**config.mk**
```make
export PLATFORM = sky130hd
export DESIGN_NAME = sram_result_reader
export DESIGN_NICKNAME = d
export VERILOG_FILES = /design/src/rtl/sram_result_reader.sv
export SDC_FILE = /design/constraint.sdc
export NUM_CORES = 1
export LEC_CHECK = 0
export ABC_AREA = 1
export BUFFER_PORTS_ARGS = -buffer_cell sky130_fd_sc_hd__buf_2
export CORE_ASPECT_RATIO = 1.5
export CORE_MARGIN = 2
export CORE_UTILIZATION = 56
export CTS_CLUSTER_DIAMETER = 30
export DETAILED_ROUTE_END_ITERATION = 10
export GPL_ROUTABILITY_DRIVEN = 0
export HOLD_SLACK_MARGIN = 0.15
export PLACE_DENSITY = 0.83
export REMOVE_ABC_BUFFERS = 1
export SLEW_MARGIN = 25
export SYNTH_ARGS = -nofsm -noshare
export SYNTH_HDL_FRONTEND = slang
export SYNTH_SLANG_ARGS = --single-unit
export TNS_END_PERCENT = 100
```
**constraint.sdc**
```tcl
create_clock -name clk -period 2.2 [get_ports clk]
set_input_delay 0.44 -clock clk [delete_from_list [all_inputs] [get_ports clk]]
set_output_delay 0.44 -clock clk [all_outputs]
set_load 0.005 [all_outputs]
```
**src/rtl/sram_result_reader.sv**
```systemverilog
// Result SRAM read sequencer: walks addresses 0..NUM_WORDS-1 over the
// read_n/ry port and streams each word to the host on valid/ready.
module sram_result_reader #(
  parameter int ADDR_W    = 5,
  parameter int DATA_W    = 9,
  parameter int NUM_WORDS = 16,
  parameter int TIMEOUT   = 15
) (
  input  logic              clk,
  input  logic              rst,
  input  logic              start,
  output logic              read_n,
  output logic [ADDR_W-1:0] r_addr,
  input  logic              ry,
  input  logic [DATA_W-1:0] data_in,
  output logic              out_valid,
  input  logic              out_ready,
  output logic [DATA_W-1:0] out_data,
  output logic              out_last,
  output logic              busy,
  output logic              done,
  output logic              err
);

  localparam int CNT_W = $clog2(TIMEOUT + 1);

  localparam logic [ADDR_W-1:0] LAST_ADDR =
    ADDR_W'(NUM_WORDS - 1);

  localparam logic [CNT_W-1:0] TO_MAX =
    CNT_W'(TIMEOUT);

  typedef enum logic [2:0] {
    IDLE,
    REQ,
    WAIT,
    HOLD,
    DONE
  } state_t;

  state_t state_q;
  state_t state_d;

  logic [ADDR_W-1:0] addr_q;
  logic [ADDR_W-1:0] addr_d;
  logic [CNT_W-1:0]  cnt_q;
  logic [CNT_W-1:0]  cnt_d;
  logic [CNT_W-1:0]  cnt_inc;

  logic              read_n_d;
  logic [ADDR_W-1:0] r_addr_d;
  logic              out_valid_d;
  logic [DATA_W-1:0] out_data_d;
  logic              out_last_d;
  logic              busy_d;
  logic              done_d;
  logic              err_d;

  assign cnt_inc = cnt_q + 1'b1;

  always_comb begin
    state_d     = state_q;
    addr_d      = addr_q;
    cnt_d       = cnt_q;
    r_addr_d    = r_addr;
    out_valid_d = out_valid;
    out_data_d  = out_data;
    out_last_d  = out_last;
    err_d       = err;

    unique case (state_q)
      IDLE: begin
        if (start) begin
          state_d = REQ;
          addr_d  = '0;
          err_d   = 1'b0;
        end
      end

      REQ: begin
        state_d = WAIT;
        cnt_d   = '0;
      end

      WAIT: begin
        if (ry) begin
          state_d     = HOLD;
          out_data_d  = data_in;
          out_valid_d = 1'b1;
          out_last_d  = (addr_q == LAST_ADDR);
        end else if (cnt_inc == TO_MAX) begin
          state_d = DONE;
          err_d   = 1'b1;
        end else begin
          cnt_d = cnt_inc;
        end
      end

      HOLD: begin
        if (out_valid && out_ready) begin
          out_valid_d = 1'b0;
          out_last_d  = 1'b0;
          if (out_last) begin
            state_d = DONE;
          end else begin
            state_d = REQ;
            addr_d  = addr_q + 1'b1;
          end
        end
      end

      DONE: begin
        state_d = IDLE;
      end

      default: begin
        state_d = IDLE;
      end
    endcase

    // Strobe and address are registered from the next state
    read_n_d = (state_d != REQ);
    if (state_d == REQ) begin
      r_addr_d = addr_d;
    end
    busy_d = (state_d != IDLE);
    done_d = (state_d == DONE);
  end

  always_ff @(posedge clk or negedge rst) begin
    if (!rst) begin
      state_q   <= IDLE;
      addr_q    <= '0;
      cnt_q     <= '0;
      read_n    <= 1'b1;
      r_addr    <= '0;
      out_valid <= 1'b0;
      out_data  <= '0;
      out_last  <= 1'b0;
      busy      <= 1'b0;
      done      <= 1'b0;
      err       <= 1'b0;
    end else begin
      state_q   <= state_d;
      addr_q    <= addr_d;
      cnt_q     <= cnt_d;
      read_n    <= read_n_d;
      r_addr    <= r_addr_d;
      out_valid <= out_valid_d;
      out_data  <= out_data_d;
      out_last  <= out_last_d;
      busy      <= busy_d;
      done      <= done_d;
      err       <= err_d;
    end
  end

endmodule

```
==> flow_summary_export.csv <==
group,metric,value,unit
run_status,status,"finished clean",
timing,timing.slew.headroom,53.37,%
final_layout,design_area,0.001743,mm2
floorplanning,rows,22,
timing,rsz0062_at_grt,"false",
timing,max_clock_freq,713.5,MHz
place,place_ws,802.8,ps
logic_synthesis,ys_seq_area_share,54.32,%
logic_synthesis,synth-simple-area-share,30.93,%
logic_synthesis,synth_top_family_by_area,"simple AND/OR/NAND/NOR gates",
critical_path,path_buf_inv,1,
final_layout,fillers,196,
drt,drt_iter0_markers,23,
drt,wl,3007,um
drt,via_per_inst,5.272,
critical_path,crit_path_top_delay_cell,"dfstp_2",
critical_path,crit_fanout,1,
critical_path,cp_data_required_time,1760,ps
drt,routedWlPerCell,12.37,um
timing,hold_viol,0,
power_and_ir_drop,peakVddDrop,0.9051,mV
grt,grt_pass1_wl,5306,um
logic_synthesis,synth_compound_area_share,5.424,%
place,placed_area,0.001674,mm2
place,placed_cells,234,
drt,drc_errors,0,
logic_synthesis,synth.avg_cell_area,8.341,um2
final_layout,antenna_cells,0,
critical_path,cp_top_family,"flip-flops",
floorplanning,io_pins,34,
critical_path,slowest_delay,520,ps
floorplanning,initial_core_util,59.60,%
timing,tns,0,ps
cts,cts_root_buf,"clkbuf_4",
logic_synthesis,ys_types,21,
cts,cts_max_level,2,
logic_synthesis,syn_area,0.001476,mm2
power_and_ir_drop,p_leak,0.0009696,uW
cts,clkTransAtPathRegs,100,ps
floorplanning,die-height,66.89,um
min_path,hold_path.class,"in -> reg",
grt,grt_overflow,0,
drt,num_vias,1281,
final_layout,seqCellArea,802.0,um2
cts,clock-sinks,32,
drt,ant_nets,0,
timing,worst_pin_slew,699.5,ps
drt,first_pass_iters,4,
critical_path,cp-start-kind,"flop",
logic_synthesis,yosysWarnings,0,
run,drv_cap,0,
critical_path,crit_chain,"buf_2",
timing,slew_viol_final,0,
power_and_ir_drop,power_density,1233,mW/mm2
cts,cts_buffer_depth,2,
cts,worstSkewPairLatency,340,ps
timing,setup_violations,0,
grt,grt_pass1_vias,1279,
logic_synthesis,ys_ff_latch,32,
logic_synthesis,synth_adder_area_share,3.390,%
final_layout,syn_to_final_growth,18.05,%
logic_synthesis,netlist_instances,177,
place,hpwl,2269,um
final_layout,final_nets,236,
logic_synthesis,synthMuxAreaShare,0,%
grt,grt_use_total,24.62,%
final_layout,final_common_cell,"nand2_1",
critical_path,crit_type,"reg -> out",
grt,grt_max_degree,33,
timing,layout_setup_ws,798.6,ps
logic_synthesis,synth_xor_area_share,0,%
timing,period_share,63.70,%
critical_path,crit_arrival,960,ps
cts,numCtsBuffers,5,
timing,post-route-min-period,1401,ps
place,io_buffers,33,
timing,skew,14.43,ps
final_layout,stdcell_count,243,
cts,cts_tree,"done",
floorplanning,core_area,0.002477,mm2
cts,cts_setup_buffers,0,
floorplanning,die_w,45.93,um
final_layout,final_layout_size_suffix_gt1_share,23.74,%
floorplanning,die_area,0.003072,mm2
final_layout,multi_input_area,586.8,um2
grt,antenna_found_initial,0,
critical_path,critPathCaptureType,"primary output",
final_layout,layout_common_cells,"nand2_1 (72), buf_2 (33), dfrtp_1 (31)",
repair_timing:
action | 4_1_cts | 5_1_grt
gates resized for setup | 0 | 0
hold buffers | 1 | 0
setup endpoints to repair | 0 | 0
hold endpoints to repair | 1 | 0
layer usage:
metal | GRT usage, % | wire length (um) | part of all wire [%] | vias up
li1 | - | - | - | 633
met1 | 26.33 | 1154 | 38 | 613
met2 | 42.01 | 1642 | 55 | 29
met3 | 7.317 | 140 | 4.7 | 6
met4 | 12.14 | 70 | 2.3 | 0
met5 | 0 | 0 | 0 | -
cell families (layout without fill, tap and decap cells):
group | count (synthesis) | in the layout
fa+ha+maj | 4 | 4
compound gates | 14 | 14
flops | 32 | 32
buf+inv | 23 | 65
simple gates | 104 | 104
synthesized netlist by cell type:
cell | instances | area, um2
nand2_1 | 72 | 270.3
dfrtp_1 | 31 | 775.7
inv_1 | 19 | 71.32
nand3_1 | 12 | 60.06
nor2_1 | 8 | 30.03
o21ai_0 | 7 | 35.03
ha_1 | 4 | 50.05
a21oi_1 | 3 | 15.01
nor2_4 | 3 | 33.78
inv_2 | 2 | 7.510
nand3b_1 | 2 | 15.01
nand4_1 | 2 | 12.51
nor2_2 | 2 | 12.51
o21ai_2 | 2 | 17.52
o22ai_1 | 2 | 12.51
and2_1 | 1 | 6.260
buf_2 | 1 | 5.000
clkinv_1 | 1 | 3.750
dfstp_2 | 1 | 26.28
nand2_2 | 1 | 6.260
nand3_2 | 1 | 10.01
worst paths after layout:
path	start	depth (start not counted)	slack, ps	endpoint
setup reg to reg	cnt_q[0]	7	800	cnt_q[3]
max in group asynchronous	rst	2	1070	addr_q[1]
hold / removal	data_in[6]	3	290	out_data[6]
setup / recovery	read_n	1	800	read_n
hold reg to reg	out_data[1]	2	490	out_data[1]
min in group asynchronous	rst	2	670	state_q[2]
flip-flops by register name, summed over array words and instances (netlist names):
register,count
busy,1
out_data,9
done,1
out_valid,1
out_last,1
read_n,1
err,1
cnt_q,4
r_addr,5
addr_q,5
state_q,3
stage by stage:
stage / power, uW / utilization [%] / hold WS [ps]
4_1_cts: 2160 / 70.35 / 288.8
2_1_floorplan: 1502 / - / 144.4
3_5_place_dp: 1810 / 67.58 / 464.4
5_1_grt: 2351 / 70.35 / 285.6
6_report: 2149 / 70.35 / 293.3
3_3_place_gp: 1760 / 67.58 / 462.3
power by group:
| group | internal, uW | switching [uW] | total, uW |
|---|---|---|---|
| clock | 157 | 193 | 350 |
| combinational | 321 | 550 | 872 |
| sequential | 798 | 129 | 927 |
| total | 1280 | 872 | 2150 |
area by class of cell:
cell class / count / share of cell area [%]
well taps: 24 / 1.723
multi-input cells: 122 / 33.67
clock buffers: 8 / 3.374
repair buffers: 35 / 10.48
inverters: 22 / 4.738
flip-flops and latches: 32 / 46.02
worst register-to-register path, delay by kind of cell (launching register included):
family / cells / cell delay [ps]
adder cells (fa/ha/maj): 1 / 230
AO/OA/AOI/OAI: 1 / 80
AND/OR/NAND/NOR: 5 / 550
flip-flops: 1 / 440
Power figures use the tool's default switching activity.
